**src/rtl/inst_rom_arbiter_if.sv**
```systemverilog
// Bundle of the two requester ports (IF fetch, LS code-space read) and the
// combinational instruction-ROM port that the arbiter shares between them.
interface inst_rom_arbiter_if #(
  parameter int ADDR_W = 32,
  parameter int DATA_W = 32
);
  // IF fetch port
  logic              if_req;
  logic [ADDR_W-1:0] if_addr;
  logic              if_flush;
  logic              if_stall;
  logic [DATA_W-1:0] if_inst;
  logic              if_valid;

  // load/store read port
  logic              ls_req;
  logic [ADDR_W-1:0] ls_addr;
  logic              ls_stall;
  logic [DATA_W-1:0] ls_data;
  logic              ls_valid;
  logic              ls_err;

  // ROM port
  logic              rom_ce;
  logic [ADDR_W-1:0] rom_addr;
  logic [DATA_W-1:0] rom_inst;

  // Environment side: requesters plus the ROM model.
  modport master (
    output if_req, if_addr, if_flush,
    input  if_stall, if_inst, if_valid,
    output ls_req, ls_addr,
    input  ls_stall, ls_data, ls_valid, ls_err,
    input  rom_ce, rom_addr,
    output rom_inst
  );

  // Arbiter side.
  modport slave (
    input  if_req, if_addr, if_flush,
    output if_stall, if_inst, if_valid,
    input  ls_req, ls_addr,
    output ls_stall, ls_data, ls_valid, ls_err,
    output rom_ce, rom_addr,
    input  rom_inst
  );
endinterface

```
**src/rtl/inst_rom_arbiter.sv**
```systemverilog
// Round-robin arbiter sharing one combinational instruction ROM between the
// IF stage and the load/store path; responses are registered, 1-cycle latency.
module inst_rom_arbiter #(
  parameter int ADDR_W = 32,
  parameter int DATA_W = 32
) (
  input  logic                 clk,
  input  logic                 rst,
  inst_rom_arbiter_if.slave    bus
);

  typedef enum logic {
    PORT_IF = 1'b0,
    PORT_LS = 1'b1
  } port_e;

  port_e             last;
  logic              ls_aligned;
  logic              ls_eligible;
  logic              if_grant;
  logic              ls_grant;
  logic              any_grant;
  logic [ADDR_W-1:0] grant_addr;

  // NOTE: every signal gets a default at the top of always_comb so no path
  // leaves it unassigned, which would otherwise infer a latch.
  always_comb begin
    ls_aligned  = (bus.ls_addr[1:0] == 2'b00);
    ls_eligible = bus.ls_req && ls_aligned;
    // On contention the port that was not served last wins.
    if_grant    = bus.if_req && (!ls_eligible || (last == PORT_LS));
    ls_grant    = ls_eligible && (!bus.if_req || (last == PORT_IF));
    any_grant   = if_grant || ls_grant;
    grant_addr  = '0;
    if (if_grant) begin
      grant_addr = bus.if_addr;
    end else if (ls_grant) begin
      grant_addr = bus.ls_addr;
    end
  end

  // The ROM is kept quiet for the whole reset window; stalls stay live.
  assign bus.rom_ce   = any_grant && rst;
  assign bus.rom_addr = rst ? grant_addr : '0;
  assign bus.if_stall = bus.if_req && !if_grant;
  assign bus.ls_stall = bus.ls_req && !ls_grant;

  // NOTE: sequential state uses non-blocking assignments so every register
  // samples the pre-edge values regardless of statement order.
  always_ff @(posedge clk or negedge rst) begin
    if (!rst) begin
      last         <= PORT_LS;
      bus.if_inst  <= '0;
      bus.if_valid <= 1'b0;
      bus.ls_data  <= '0;
      bus.ls_valid <= 1'b0;
      bus.ls_err   <= 1'b0;
    end else begin
      if (if_grant) begin
        last <= PORT_IF;
      end else if (ls_grant) begin
        last <= PORT_LS;
      end

      // A flushed fetch still consumed its grant; only the response dies.
      bus.if_valid <= if_grant && !bus.if_flush;
      if (if_grant && !bus.if_flush) begin
        bus.if_inst <= bus.rom_inst;
      end

      bus.ls_valid <= ls_grant;
      if (ls_grant) begin
        bus.ls_data <= bus.rom_inst;
      end

      bus.ls_err <= bus.ls_req && !ls_aligned;
    end
  end

endmodule

```
**src/flat_wrapper.sv**
```systemverilog
// flat-port wrapper written by rule: the top's interface ports become plain ports
module inst_rom_arbiter_flat 
#(
  parameter int ADDR_W = 32,
  parameter int DATA_W = 32
)
  (clk, rst, bus_if_req, bus_if_addr, bus_if_flush, bus_if_stall, bus_if_inst, bus_if_valid, bus_ls_req, bus_ls_addr, bus_ls_stall, bus_ls_data, bus_ls_valid, bus_ls_err, bus_rom_ce, bus_rom_addr, bus_rom_inst);
  inst_rom_arbiter_if #(.ADDR_W(ADDR_W), .DATA_W(DATA_W)) bus_i ();
  input  logic clk;
  input  logic rst;
  input wire logic [$bits(bus_i.if_req)-1:0] bus_if_req;
  input wire logic [$bits(bus_i.if_addr)-1:0] bus_if_addr;
  input wire logic [$bits(bus_i.if_flush)-1:0] bus_if_flush;
  output wire logic [$bits(bus_i.if_stall)-1:0] bus_if_stall;
  output wire logic [$bits(bus_i.if_inst)-1:0] bus_if_inst;
  output wire logic [$bits(bus_i.if_valid)-1:0] bus_if_valid;
  input wire logic [$bits(bus_i.ls_req)-1:0] bus_ls_req;
  input wire logic [$bits(bus_i.ls_addr)-1:0] bus_ls_addr;
  output wire logic [$bits(bus_i.ls_stall)-1:0] bus_ls_stall;
  output wire logic [$bits(bus_i.ls_data)-1:0] bus_ls_data;
  output wire logic [$bits(bus_i.ls_valid)-1:0] bus_ls_valid;
  output wire logic [$bits(bus_i.ls_err)-1:0] bus_ls_err;
  output wire logic [$bits(bus_i.rom_ce)-1:0] bus_rom_ce;
  output wire logic [$bits(bus_i.rom_addr)-1:0] bus_rom_addr;
  input wire logic [$bits(bus_i.rom_inst)-1:0] bus_rom_inst;
  assign bus_i.if_req = bus_if_req;
  assign bus_i.if_addr = bus_if_addr;
  assign bus_i.if_flush = bus_if_flush;
  assign bus_if_stall = bus_i.if_stall;
  assign bus_if_inst = bus_i.if_inst;
  assign bus_if_valid = bus_i.if_valid;
  assign bus_i.ls_req = bus_ls_req;
  assign bus_i.ls_addr = bus_ls_addr;
  assign bus_ls_stall = bus_i.ls_stall;
  assign bus_ls_data = bus_i.ls_data;
  assign bus_ls_valid = bus_i.ls_valid;
  assign bus_ls_err = bus_i.ls_err;
  assign bus_rom_ce = bus_i.rom_ce;
  assign bus_rom_addr = bus_i.rom_addr;
  assign bus_i.rom_inst = bus_rom_inst;
  inst_rom_arbiter #(.ADDR_W(ADDR_W), .DATA_W(DATA_W)) u_core (.clk(clk), .rst(rst), .bus(bus_i));
endmodule
```
**config.mk**
```make
export PLATFORM = sky130hd
export DESIGN_NAME = inst_rom_arbiter_flat
export DESIGN_NICKNAME = d
export VERILOG_FILES = /design/src/rtl/inst_rom_arbiter_if.sv /design/src/rtl/inst_rom_arbiter.sv /design/src/flat_wrapper.sv
export SDC_FILE = /design/constraint.sdc
export NUM_CORES = 1
export LEC_CHECK = 0
export ABC_AREA = 0
export BUFFER_PORTS_ARGS = -buffer_cell sky130_fd_sc_hd__buf_4
export CAP_MARGIN = 20
export CORE_UTILIZATION = 39
export CTS_BUF_LIST = sky130_fd_sc_hd__clkbuf_8
export DETAILED_ROUTE_END_ITERATION = 10
export MAX_ROUTING_LAYER = met4
export PLACE_DENSITY = 0.79
export SETUP_SLACK_MARGIN = 0.05
export SLEW_MARGIN = 20
export SYNTH_ARGS = -nofsm -noshare
export SYNTH_HDL_FRONTEND = slang
export SYNTH_SLANG_ARGS = --single-unit
```
**constraint.sdc**
```tcl
create_clock -name clk -period 1.7 [get_ports clk]
set_input_delay 0.255 -clock clk [delete_from_list [all_inputs] [get_ports clk]]
set_output_delay 0.255 -clock clk [all_outputs]
set_load 0.005 [all_outputs]
```
# Word level (Yosys, flattened, before mapping)
# Index checks and enable logic that the tools add are counted.
# classes
mux	5
bitwise	1
n_reduce_logical	19
# op_table
op	n
$mux 32	3
$logic_and 1x1->1	8
$logic_not 1->1	6
$logic_or 1x1->1	3
$logic_not 2->1	1
$mux 1	2
$reduce_bool 2->1	1
$not 1->1	1
# totals
reg_bits	68
output_inout_bits	102
elab_cells	31

# Longest topological paths before layout
# logic_depth
depth_word	7
depth_mapped	5
depth_no_buf	3

# Worst setup path before layout
# OpenSTA, ideal clock, no wires.
# synth_timing
path_kind	input port to output port
from	input port bus_ls_addr[1]
to	output port bus_rom_addr[10]
arrival_ns	1.364
required_time_ns	1.445
setup_slack_ns	0.081
path_stages	4
n_path_buf	1
path_cell_list	or3b_4 > o211a_2 > clkbuf_1 > a22o_1
# synth_between
elab_chain_cells	7
# synth_rtl
item	line_no	rtl
start: declaration	flat_wrapper.sv:18	input wire logic [$bits(bus_i.ls_addr)-1:0] bus_ls_addr;
$logic_not 2->1 (*)	inst_rom_arbiter.sv:28	ls_aligned = (bus.ls_addr[1:0] == 2'b00);
$logic_and 1x1->1 (*)	inst_rom_arbiter.sv:29	ls_eligible = bus.ls_req && ls_aligned;
$logic_not 1->1	inst_rom_arbiter.sv:31	if_grant = bus.if_req && (!ls_eligible || (last == PORT_LS));
$logic_or 1x1->1	inst_rom_arbiter.sv:31	
$logic_and 1x1->1	inst_rom_arbiter.sv:31	
$mux 32 (*)	inst_rom_arbiter.sv:35	if (if_grant) begin
$mux 32 (*)	inst_rom_arbiter.sv:44	assign bus.rom_addr = rst ? grant_addr : '0;
end: declaration	flat_wrapper.sv:24	output wire logic [$bits(bus_i.rom_addr)-1:0] bus_rom_addr;
# Every way passes the cells marked *; elsewhere a longest branch is shown, timed or not.

# Worst setup path in the final report
# layout_timing
from	register u_core.last
to	output port bus_rom_addr[5]
# layout_between
elab_chain_cells	6
# layout_rtl
item	line_no	rtl
start: declaration	inst_rom_arbiter.sv:17	port_e last;
start signal: assignment	inst_rom_arbiter.sv:52	last <= PORT_LS;
start signal: assignment	inst_rom_arbiter.sv:60	last <= PORT_IF;
start signal: assignment	inst_rom_arbiter.sv:62	last <= PORT_LS;
$not 1->1	inst_rom_arbiter.sv:32	ls_grant = ls_eligible && (!bus.if_req || (last == PORT_IF));
$logic_or 1x1->1	inst_rom_arbiter.sv:32	
$logic_and 1x1->1	inst_rom_arbiter.sv:32	
$mux 32	inst_rom_arbiter.sv:37	end else if (ls_grant) begin
$mux 32 (*)	inst_rom_arbiter.sv:35	
$mux 32 (*)	inst_rom_arbiter.sv:44	
# Marked as above.

==> impl_metrics.yaml <==
grt:
  antenna_found_initial: 0
  grt_pass1_vias: 2548
  grt-ovfl-total: 0
  grt_pass1_wl_um: 14530
  grt_start_max_net_pins: 65
  grt_util_all_layers_pct: 26.59
sta:
  finalCritPeriodShare_pct: 114.0
  slew_headroom_pct: 45.54
  fin_skew_ns: 0.01245
  setup_tns_ns: -5.656
  rsz0062_at_grt: "true"
  setup_slack_ns: -0.2375
  post-route-min-period_ns: 1.938
  worst_pin_slew_ns: 0.8169
  hold_viol: 0
  drv_slew: 0
  fmax_ghz: 0.5161
  setup_viol: 32
synthesis:
  synthMuxAreaShare_pct: 28.10
  synth_top_family_by_area: "multiplexers"
  synth_simple_gate_area_share_pct: 1.968
  synth_cell_types: 19
  yosysTopAreaCellShare_pct: 56.11
  yosysWarningCount: 0
  yosysTopAreaCell: "dfrtp_1"
  syn-num-nets: 292
  avgSynthCellArea_um2: 15.64
  synth_cells: 191
  synthAdderAreaFrac_pct: 0
  ys_seq_area_share_pct: 56.99
  synthTopCellsByArea: "dfrtp_1 56%, mux2_4 15%, mux2_2 12%"
  synth-xor-area-share_pct: 0
  synth_area_um2: 2988
  synth_compound_area_share_pct: 9.966
  yosys_register_bits: 68
worst_setup_path:
  r2r_slack_ns: 0.10
  crit_fanout: 7
  critical_path_class: "flip-flop to primary output"
  worstReg2RegEnd: "u_core.bus.if_inst[28]"
  cp.arrival_ns: 1.68
  worstSetupStartpointType: "flip-flop"
  end_kind: "primary output"
  ff2ff_path_depth: 5
  rr_startpoint: "u_core.last"
  critPathRequiredTime_ns: 1.44
route:
  drt.antenna.violating_nets: 0
  drt-initial-drc-count: 107
  finalWirelength_um: 10380
  via_per_inst: 5.037
  dr.pass1.iters: 4
  drc: 0
  vias: 2584
  wl_per_cell_um: 20.24
die:
  fp.dieW_um: 89.53
  fp.coreArea_um2: 7331
  fp.dieH_um: 89.53
  dieArea_um2: 8016
  num_rows: 31
  initial_core_util_pct: 40.76
  ios: 203
clock_network:
  clk_pin_slew_worst_paths_ns: 0.07
  clock-sinks: 68
  clk_latency_ns: 0.33
  h-tree-depth: 3
  cts-root-buf: "clkbuf_8"
  cts_buffers: 9
  cts_tree: "yes"
  cts_buffer_depth: 2
pwr:
  p_clk_share_pct: 30.6
  finalPower_mw: 4.963
  p_int_mw: 3.750
  comb_power_share_pct: 27.6
  seqPwrFrac_pct: 41.8
  switching_share_pct: 24.43
  power_density_nw_per_um2: 969.8
  cellLeakagePower_nw: 2.579
  vdd.ir_drop.worst_v: 0.0008391
  p_switching_mw: 1.212
finish:
  instances_no_fill: 513
  syn_to_final_growth_pct: 71.27
  diodes: 0
  nNetsFinal: 510
  final_util_pct: 69.81
  drive_above_1_share_pct: 73.91
run_status:
  status: "finished, violations left"
  failed_checks: "setup timing"
place:
  dp_cells: 489
  place_ws_ns: -0.1678
  numPortBuffers: 202
  dp_hpwl_um: 7334
  place.gp.congestion: 0.8021
flow_run:
  maxCapViolCount: 0
worst_hold_path:
  hold_class: "input pin to async pin"
final cells by class:
| class | count | area, um2 |
|---|---|---|
| fill | 540 | 2213 |
| timing repair buffer | 220 | 1815 |
| sequential | 68 | 1703 |
| multi-input combinational | 108 | 1234 |
| clock buffer | 11 | 151.4 |
| tap | 99 | 123.9 |
| clock inverter | 5 | 82.58 |
| inverter | 2 | 7.507 |
cell families after synthesis:
logic type             Yosys count
AND/OR/NAND/NOR                  9
AO/OA/AOI/OAI                   34
multiplexers                    65
buffers and inverters           15
flip-flops                      68
power by group through the flow:
stage	logic (mW)	registers [mW]	clock network [mW]
floorplan	0.447	2.11	0
global placement	1.29	2.10	0
detailed placement	1.32	2.10	0
CTS	1.35	2.08	1.56
global route	1.47	2.11	1.63
finish	1.37	2.08	1.52
flip-flops by register name, indices dropped and copies added, names as in the netlist:
name                 flops
u_core.bus.if_valid      1
u_core.bus.if_inst      32
u_core.last              1
u_core.bus.ls_err        1
u_core.bus.ls_valid      1
u_core.bus.ls_data      32
cells in the final DEF, fill, tap and decap left out:
cell             n
nand2_2          1
mux2_4          29
nand2_4          1
a22o_1          30
clkbuf_8        11
and2_4           3
dfstp_2          1
mux2_1           3
inv_1            2
buf_16           3
clkbuf_16        1
buf_4          202
and3_4           1
mux2i_1          1
clkinv_2         1
inv_6            1
clkinv_4         1
buf_12           4
nor3b_1          2
bufinv_16        2
o21a_1           2
o211a_4          2
buf_6            9
mux2_2          32
dlygate4sd3_1    1
dfrtp_1         67
or3b_4           1
how the worst max path moves through the flow:
stage                              start          endpoint  slack [ns]
after floorplan           bus_ls_addr[1]  bus_rom_addr[10]        0.08
after global placement    bus_ls_addr[1]   bus_rom_addr[5]       -0.15
after detailed placement  bus_ls_addr[1]   bus_rom_addr[5]       -0.17
after CTS                    u_core.last   bus_rom_addr[3]       -0.22
after global routing         u_core.last   bus_rom_addr[5]       -0.28
final                        u_core.last   bus_rom_addr[5]       -0.24
worst max-delay path: stages, from the launching register on:
cell and delay, ns:
dfstp_2 0.56, buf_6 0.10, o211a_4 0.24, buf_12 0.14
a22o_1 0.19, buf_4 0.13
Yosys cell counts, drive strengths merged:
master / count
o21a: 2
o211a: 2
dfstp: 1
nor3b: 2
nand2: 2
clkbuf: 7
a22o: 30
dfrtp: 67
mux2: 64
mux2i: 1
buf: 6
and3: 1
or3b: 1
inv: 2
and2: 3
stage by stage:
stage,hold WS (ns),area [um2]
3_3_place_gp,0.06792,4672
3_5_place_dp,0.06971,4672
6_report,0.1469,5117
4_1_cts,0.1202,5052
2_1_floorplan,-0.04059,2988
5_1_grt,0.1391,5117
metal layers:
layer	track usage (%)	vias up	part of all wire [%]
met5	-	-	0
met3	10.25	30	9.1
li1	-	1146	-
met1	28.26	1270	36
met2	41.78	138	50
met4	16.45	0	4.3
repair_timing:
| action | 4_1_cts | 5_1_grt |
|---|---|---|
| endpoints found under the hold margin | 4 | 0 |
| endpoints found under the setup margin | 32 | 66 |
| hold buffers | 1 | 0 |
| pin swaps | 5 | 19 |
| resized for setup | 12 | 10 |
| setup buffers | 3 | 0 |
| cloned | 3 | 1 |
(Power assumes the default switching activity.)
